File: config.mk
export PLATFORM = sky130hd
export DESIGN_NAME = mux_nx1_pipe
export DESIGN_NICKNAME = d
export VERILOG_FILES = /design/src/rtl/mux_nx1_pipe.sv
export SDC_FILE = /design/constraint.sdc
export NUM_CORES = 1
export LEC_CHECK = 0
export ABC_CLOCK_PERIOD_IN_PS = 1710
export BUFFER_PORTS_ARGS = -buffer_cell sky130_fd_sc_hd__buf_2
export CAP_MARGIN = 20
export CORE_MARGIN = 4
export CORE_UTILIZATION = 30
export DETAILED_ROUTE_END_ITERATION = 6
export GPL_ROUTABILITY_DRIVEN = 0
export PLACE_DENSITY = 0.69
export SETUP_SLACK_MARGIN = 0.4
export SYNTH_ARGS = -nofsm -noshare
export SYNTH_HDL_FRONTEND = slang
export SYNTH_SLANG_ARGS = --single-unit
File: constraint.sdc
create_clock -name clk -period 1.71 [get_ports clk]
set_input_delay 0.513 -clock clk [delete_from_list [all_inputs] [get_ports clk]]
set_output_delay 0.513 -clock clk [all_outputs]
set_load 0.1 [all_outputs]
File: src/rtl/mux_nx1_pipe.sv
// mux_nx1_pipe: parametrised N:1 word-select mux with a registered output
// stage, valid/ready handshake on both sides, out-of-range select detection
// and a saturating error counter.
//
// Build option: define MUX_NX1_PIPE_SKID_EN to insert a 2-entry skid buffer.
// With the skid buffer, in_ready comes straight from a flop, so there is no
// combinational path from out_ready to in_ready. Without it, the block uses a
// single output register whose in_ready depends combinationally on out_ready.
module mux_nx1_pipe #(
  parameter int               WIDTH       = 32,
  parameter int               NUM_IN      = 4,
  parameter int               SEL_W       = $clog2(NUM_IN),
  parameter logic [WIDTH-1:0] DEFAULT_VAL = '0
) (
  input  logic                    clk,
  input  logic                    rst_n,
  input  logic                    in_valid,
  output logic                    in_ready,
  input  logic [NUM_IN*WIDTH-1:0] in_data,
  input  logic [SEL_W-1:0]        in_sel,
  output logic                    out_valid,
  input  logic                    out_ready,
  output logic [WIDTH-1:0]        out_data,
  output logic                    out_sel_err,
  output logic [7:0]              err_cnt,
  input  logic                    clr_err
);

  logic [WIDTH-1:0]  words [NUM_IN];
  logic [NUM_IN-1:0] sel_hit;
  logic [WIDTH-1:0]  sel_word;
  logic              sel_err;
  logic              accept;

  logic [WIDTH-1:0]  data_reg;
  logic              err_reg;
  logic              valid_reg;
  logic [7:0]        err_cnt_reg;

  // Unpack the input bus into words and decode one hit flag per word.
  genvar gi;
  generate
    for (gi = 0; gi < NUM_IN; gi++) begin : g_word
      assign words[gi]   = in_data[gi*WIDTH +: WIDTH];
      assign sel_hit[gi] = (in_sel == SEL_W'(gi));
    end
  endgenerate

  // Pick the addressed word; no hit means the select is out of range.
  always_comb begin
    sel_word = DEFAULT_VAL;
    sel_err  = 1'b1;
    for (int k = 0; k < NUM_IN; k++) begin
      if (sel_hit[k]) begin
        sel_word = words[k];
        sel_err  = 1'b0;
      end
    end
  end

`ifdef MUX_NX1_PIPE_SKID_EN
  logic [WIDTH-1:0] skid_data_reg;
  logic             skid_err_reg;
  logic             skid_valid_reg;
  logic             consume;

  // Ready is simply "skid slot empty", which is a flop output.
  assign in_ready = !skid_valid_reg;
  assign accept   = in_valid && in_ready;
  assign consume  = valid_reg && out_ready;

  // Main/skid pair: new words go to main when it frees up this cycle,
  // otherwise park in skid; skid always drains into main first (ordering).
  always_ff @(posedge clk or negedge rst_n) begin
    if (!rst_n) begin
      data_reg       <= '0;
      err_reg        <= 1'b0;
      valid_reg      <= 1'b0;
      skid_data_reg  <= '0;
      skid_err_reg   <= 1'b0;
      skid_valid_reg <= 1'b0;
    end else if (skid_valid_reg) begin
      if (consume) begin
        data_reg       <= skid_data_reg;
        err_reg        <= skid_err_reg;
        valid_reg      <= 1'b1;
        skid_valid_reg <= 1'b0;
      end
    end else if (accept) begin
      if (!valid_reg || consume) begin
        data_reg  <= sel_word;
        err_reg   <= sel_err;
        valid_reg <= 1'b1;
      end else begin
        skid_data_reg  <= sel_word;
        skid_err_reg   <= sel_err;
        skid_valid_reg <= 1'b1;
      end
    end else if (consume) begin
      valid_reg <= 1'b0;
    end
  end
`else
  // Single stage: room whenever empty or being drained this cycle.
  assign in_ready = !valid_reg || out_ready;
  assign accept   = in_valid && in_ready;

  // Output register: reload on accept (covers consume+accept without a
  // bubble), otherwise drop valid once the word is consumed.
  always_ff @(posedge clk or negedge rst_n) begin
    if (!rst_n) begin
      data_reg  <= '0;
      err_reg   <= 1'b0;
      valid_reg <= 1'b0;
    end else if (accept) begin
      data_reg  <= sel_word;
      err_reg   <= sel_err;
      valid_reg <= 1'b1;
    end else if (out_ready) begin
      valid_reg <= 1'b0;
    end
  end
`endif

  // Saturating count of accepted out-of-range selects; clear wins.
  always_ff @(posedge clk or negedge rst_n) begin
    if (!rst_n) begin
      err_cnt_reg <= 8'd0;
    end else if (clr_err) begin
      err_cnt_reg <= 8'd0;
    end else if (accept && sel_err && (err_cnt_reg != 8'hFF)) begin
      err_cnt_reg <= err_cnt_reg + 8'd1;
    end
  end

  assign out_valid   = valid_reg;
  assign out_data    = data_reg;
  assign out_sel_err = err_reg;
  assign err_cnt     = err_cnt_reg;

endmodule
Word level (Yosys, flattened, before mapping)
Cells that the tools add are included.
{ "op_classes": {"n_addsub": 1, "n_eq_ne": 4, "n_mux": 12, "reduce_logical": 8} }
{ "ops": {"columns": ["operator", "n"], "rows": [
  ["32-bit 2-to-1 mux", 4],
  ["8-bit 2-to-1 mux", 2],
  ["8-bit by 1-bit adder with 8-bit output, second input constant", 1],
  ["8-bit != test, second input constant", 1],
  ["1-bit 2-to-1 mux", 6],
  ["2-bit equality test, second input constant", 2],
  ["2-bit nonzero test", 2],
  ["1-bit logical AND", 3],
  ["2-bit by 1-bit equality test with 1-bit output, second input constant", 1],
  ["2-bit zero test", 1],
  ["1-bit zero test", 1],
  ["1-bit logical OR", 1]
]} }
{ "word_totals": {"ff_bits": 42, "input_bits": 135, "output_inout_bits": 43, "word_cells": 29} }

Depth between registers and ports, before layout
{ "logic_depth": {"ltp_word": 9, "depth_mapped": 5, "ltp_nobuf": 4} }

Least setup slack after synthesis
No wires, ideal clock.
{ "synth_path": {"kind": "reg2reg", "from": "reg valid_reg (netlist: out_valid)", "to": "reg data_reg[2] (netlist: out_data[2])", "setup_ns": 0.140, "arrival_ns": 2.309, "required_ns": 1.570, "slack_ns": -0.739, "path_stages_with_launch": 6, "period_less_slack_ns": 2.449, "path_cell_list": "dfrtp_1 nor2b_2 inv_1 nand3_2 buf_4 o221ai_1"} }
{ "synth_via": {"elab_chain_cells": 3} }
{ "synth_rtl": {"columns": ["item", "line_no", "rtl"], "rows": [
  ["start, declared", "37", "logic valid_reg;"],
  ["start signal, assigned", "114", "valid_reg <= 1'b0;"],
  ["start signal, assigned", "118", "valid_reg <= 1'b1;"],
  ["start signal, assigned", "120", "valid_reg <= 1'b0;"],
  ["1-bit zero test", "105", "assign in_ready = !valid_reg || out_ready;"],
  ["1-bit logical OR", "105", null],
  ["net in_ready", "18", "output logic in_ready,"],
  ["1-bit logical AND", "106", "assign accept = in_valid && in_ready;"],
  ["end signal, assigned", "116", "data_reg <= sel_word;"],
  ["end, declared", "35", "logic [WIDTH-1:0] data_reg;"]
]} }
The timed path passes the listed nets, and every way through them passes these cells.
A chain may end at the register's enable or synchronous reset.

Worst setup path after layout
{ "layout_path": {"from": "reg valid_reg (netlist: out_valid)", "to": "out in_ready"} }
{ "layout_via": {"elab_chain_cells": 2} }
{ "layout_rtl": {"columns": ["item", "line_no"], "rows": [
  ["1-bit zero test", "105"],
  ["1-bit logical OR", "105"],
  ["end, declared", "18"]
]} }
Every way passes these cells.

==> results by stage <==
Global routing:
- The number of antenna violations at the first check in global routing came to 0.
- In the global route stage, overall resource usage came out at 0.1593.
- The global route total overflow is 0.
- For met3 alone, demand over resource in global routing was 0.03822.
- For this run, global-route usage on met1 was measured as 0.1922.
- Entering global routing, the biggest net connects between 40 and 50 pins.
- The number of global-route vias before repair is 2614.
- The met2 track demand over resource in global routing is 0.2884.
- The busiest metal layer after global routing is met2.
- The first global-routing pass estimated roughly 13000 um of wire.

Placed design:
- The count of input and output buffers is 177.
- The estimated wirelength of the detail-placed design is 5659 um.
- Prior to clock tree synthesis, the placed netlist has a worst setup slack of between 0.02 and 0.03 ns.
- Counting tap cells, the placed design contains a total of approximately 480 instances.

Route:
- The first-iteration detailed-routing DRC count is 46.
- For this block, the via count after detailed routing is roughly 2400.
- The count of unresolved DRC violations after routing is 0.
- The number of detailed-routing iterations run before antenna repair is 4.
- Using the TritonRoute via totals, the vias-per-cell ratio works out to 4.882.
- In the final routed layout, each cell accounts on average for about 16 um.
- The number of routed nets with antenna violations is 0.
- The routed design has just over 8000 um of wire.

Worst setup path:
- For the worst flop-to-flop path, the logic depth is 9.
- Traced cell by cell, the critical path runs through nor2b_4 > clkinvlp_4 > buf_12.
- The largest stage delay on the critical path is ~0.4 ns.
- STA puts the critical path data required time at 1.20 ns.
- The start-to-end type of the worst setup path is flip-flop to output port.
- The startpoint of the most critical register-to-register path is out_valid$_DFFE_PN0P_.
- The master of the slowest instance on the critical path is sky130_fd_sc_hd__dfrtp_4.
- In this run the worst path has a maximum fanout of 2.
- The register-to-register setup slack is 0.06 ns.
- The endpoint kind of the worst setup timing path is an output port.
- The worst setup path is launched from a flip-flop.
- At the worst endpoint, the arrival time is 1.17 ns.
- The endpoint of the most critical register-to-register path is out_data[31]$_DFFE_PN0P_.
- The count of buffer and inverter cells on the critical path is 2.
- The kind of cell with the highest combined delay on the critical path is flip-flops.

Yosys:
- Of the total synthesized cell area, the portion taken by XOR and XNOR cells is 0.
- The register area share after synthesis is 0.4140.
- Of the total synthesized cell area, the portion taken by full adders, half adders and majority gates is 0.
- The portion of synthesized area spent on multiplexers is 0.2523.
- Summing every instance area after synthesis gives 2539 um2.
- Dividing the synthesized area by the synthesized cell count gives 12.38 um2.
- The synthesis warning total is 0.
- The post-synthesis compound-gate area fraction is 0.2504.
- The synthesized design contains 42 register bits.
- Synthesis handed over a netlist of 205 instances.
- The number of different library cells in the post-synthesis netlist is 17.
- Of the total synthesized cell area, the portion taken by AND, OR, NAND and NOR gates is 0.03105.
- The number of nets in the synthesized netlist is 340.
- The dominant combinational cell family by area after synthesis is multiplexers.

STA:
- The remaining max-slew budget at the tightest pin is 0.6771.
- For the pin with the worst max-slew slack, the measured transition is 0.4877 ns.
- The max-slew violation total from the final report is 0.
- Across the routed clock network, the largest skew measured is 0.007882 ns.
- Hold is met by between 0.15 and 0.2 ns.
- Setup repair after global routing could not meet its margin everywhere.
- The period utilization is 0.9846.
- Across all setup checks in the final design, the least slack found is 0.02635 ns.
- Timing would allow up to 593.9 MHz.
- The final hold violation count is 0.
- The count of endpoints failing setup in the final report is 0.
- The post-route minimum period is 1.684 ns.

Final layout:
- The layout has 708 filler cells.
- The flip-flop count of the largest register after layout is 32.
- Leaving out fill and tap cells, the most frequent cells in the layout are sky130_fd_sc_hd__buf_2, sky130_fd_sc_hd__mux2i_1, sky130_fd_sc_hd__buf_12.
- The growth of design area from synthesis to finish is 81.12%.
- Leaving out fill and tap cells, the most frequent cell in the layout is sky130_fd_sc_hd__buf_2.
- The net count of the finished layout is between 500 and 600.
- The core occupancy in the finished layout is 0.5596.
- The storage element area is ~1100 um2.
- The count of non-filler cells in the finished layout is 501.
- The number of antenna diodes in the final layout is 0.
- The share of final-layout standard cells stronger than drive strength 1 is 0.6616.
- The total area of multi-input combinational cells is 1389 um2.

Floorplan:
- The die covers approximately 10000 um2.
- The row count is 33.
- The floorplan step set the die height to 99.99 um.
- After floorplanning, the core was sized to cover just over 8000 um2.
- The floorplan step set the die width to between 90 and 100 um.
- The I/O pin count is 178.
- For this configuration, the core starts out at a cell density of 0.3090.

Clock tree:
- The hold buffer count at CTS is 0.
- The worst-case clock buffer depth is 2.
- The number of clock buffers added by TritonCTS is 5.
- The TritonCTS clock tree is yes.
- Counting every sink on the clock net gives 42.
- The clock latency reported for the late side of the worst-skew pair is 0.29 ns.
- After clock tree synthesis, the clock-pin slew on the worst setup and hold paths is 0.08 ns.
- The H-tree was split into 2 levels.
- CTS placed an instance of sky130_fd_sc_hd__clkbuf_8 at the clock tree root.

Power and ir drop:
- The analysis attributes to cell leakage a power of 2.203 nW.
- The worst-case IR drop observed on VDD is 0.5621 mV.
- The share of power burned in the clock network is 0.161.
- The share of total power consumed by net switching is 0.4411.
- For this design the ratio of total power to cell area is 906.4 nW/um2.
- The switching power is ~1.8 mW.
- The internal portion of the total power is ~2.3 mW.
- The fraction of power consumed by combinational cells is 0.537.
- The portion of total power attributed to sequential cells is 0.302.

Run:
- Across the run, the number of max-cap violations was 0.

Outcome:
- The flow ran to the end, and the final reports show no timing, DRC or antenna violations.

Worst hold path:
- The min-delay analysis places its worst path in the category input port to async pin.
-- cell usage after synthesis --
| master | number | area [um2] |
|---|---|---|
| sky130_fd_sc_hd__clkbuf_1 | 6 | 22.52 |
| sky130_fd_sc_hd__mux2i_1 | 64 | 640.6 |
| sky130_fd_sc_hd__nand3_2 | 1 | 10.01 |
| sky130_fd_sc_hd__inv_2 | 1 | 3.750 |
| sky130_fd_sc_hd__buf_2 | 7 | 35.03 |
| sky130_fd_sc_hd__o21ai_0 | 32 | 160.2 |
| sky130_fd_sc_hd__buf_4 | 3 | 22.52 |
| sky130_fd_sc_hd__nor2b_2 | 1 | 8.760 |
| sky130_fd_sc_hd__or3_1 | 1 | 6.260 |
| sky130_fd_sc_hd__buf_6 | 4 | 45.04 |
| sky130_fd_sc_hd__inv_1 | 1 | 3.750 |
| sky130_fd_sc_hd__nand2_1 | 1 | 3.750 |
| sky130_fd_sc_hd__o221ai_1 | 2 | 17.52 |
| sky130_fd_sc_hd__nor2b_1 | 8 | 50.05 |
| sky130_fd_sc_hd__dfrtp_1 | 42 | 1051 |
| sky130_fd_sc_hd__a21boi_0 | 1 | 7.510 |
| sky130_fd_sc_hd__o221ai_2 | 30 | 450.4 |
-- area by class of cell --
cell class | count | share of cell area
Timing Repair Buffer | 203 | 0.4136
Inverter | 2 | 0.002449
Sequential cell | 42 | 0.2327
Tap cell | 105 | 0.02857
Multi-Input combinational cell | 141 | 0.3020
Clock buffer | 6 | 0.01796
Clock inverter | 2 | 0.002721
-- metal layers --
layer / wire, um / vias to the layer above / share of wire
met5: 0 / - / 0
met4: 55 / 0 / 0.0067
met3: 725 / 6 / 0.089
met2: 4340 / 116 / 0.53
met1: 3048 / 1150 / 0.37
li1: - / 1174 / -
-- power groups by stage --
stage          registers (mW)  logic [mW]  clock network [mW]
6_report                 1.26        2.24               0.672
5_1_grt                  1.27        2.33               0.744
4_1_cts                  1.25        2.16               0.708
3_5_place_dp             1.20        1.76                   0
3_3_place_gp             1.20        1.74                   0
2_1_floorplan            2.13       0.413                   0
-- how the worst max path moves through the flow --
stage,startpoint,endpoint,slack [ns],cells after the start
global route,out_valid$_DFFE_PN0P_,in_ready,-0.03,3
floorplan,out_valid$_DFFE_PN0P_,out_data[10]$_DFFE_PN0P_,-0.30,5
finish,out_valid$_DFFE_PN0P_,in_ready,0.03,3
detailed placement,out_ready,in_ready,0.03,4
global placement,out_ready,in_ready,0.05,4
CTS,out_valid$_DFFE_PN0P_,in_ready,0.03,3
-- logic make-up after synthesis --
family | after synthesis
buf+inv | 22
mux | 64
flops | 42
compound gates | 65
simple gates | 12
-- through the flow --
stage / setup TNS, ns / power, mW / cell area [um2]
2_1_floorplan: -9.352 / 2.541 / 2603
3_3_place_gp: 0 / 2.935 / 3633
3_5_place_dp: 0 / 2.961 / 3633
4_1_cts: 0 / 4.116 / 4404
5_1_grt: -0.03305 / 4.349 / 4598
6_report: 0 / 4.168 / 4598
-- timing repair --
action,CTS,global route
pin swaps,1,0
gates resized for setup,148,34
setup endpoints to repair,75,76
gates cloned,2,1
buffers inserted,10,2
No activity file was read; power rests on OpenSTA's default activity.
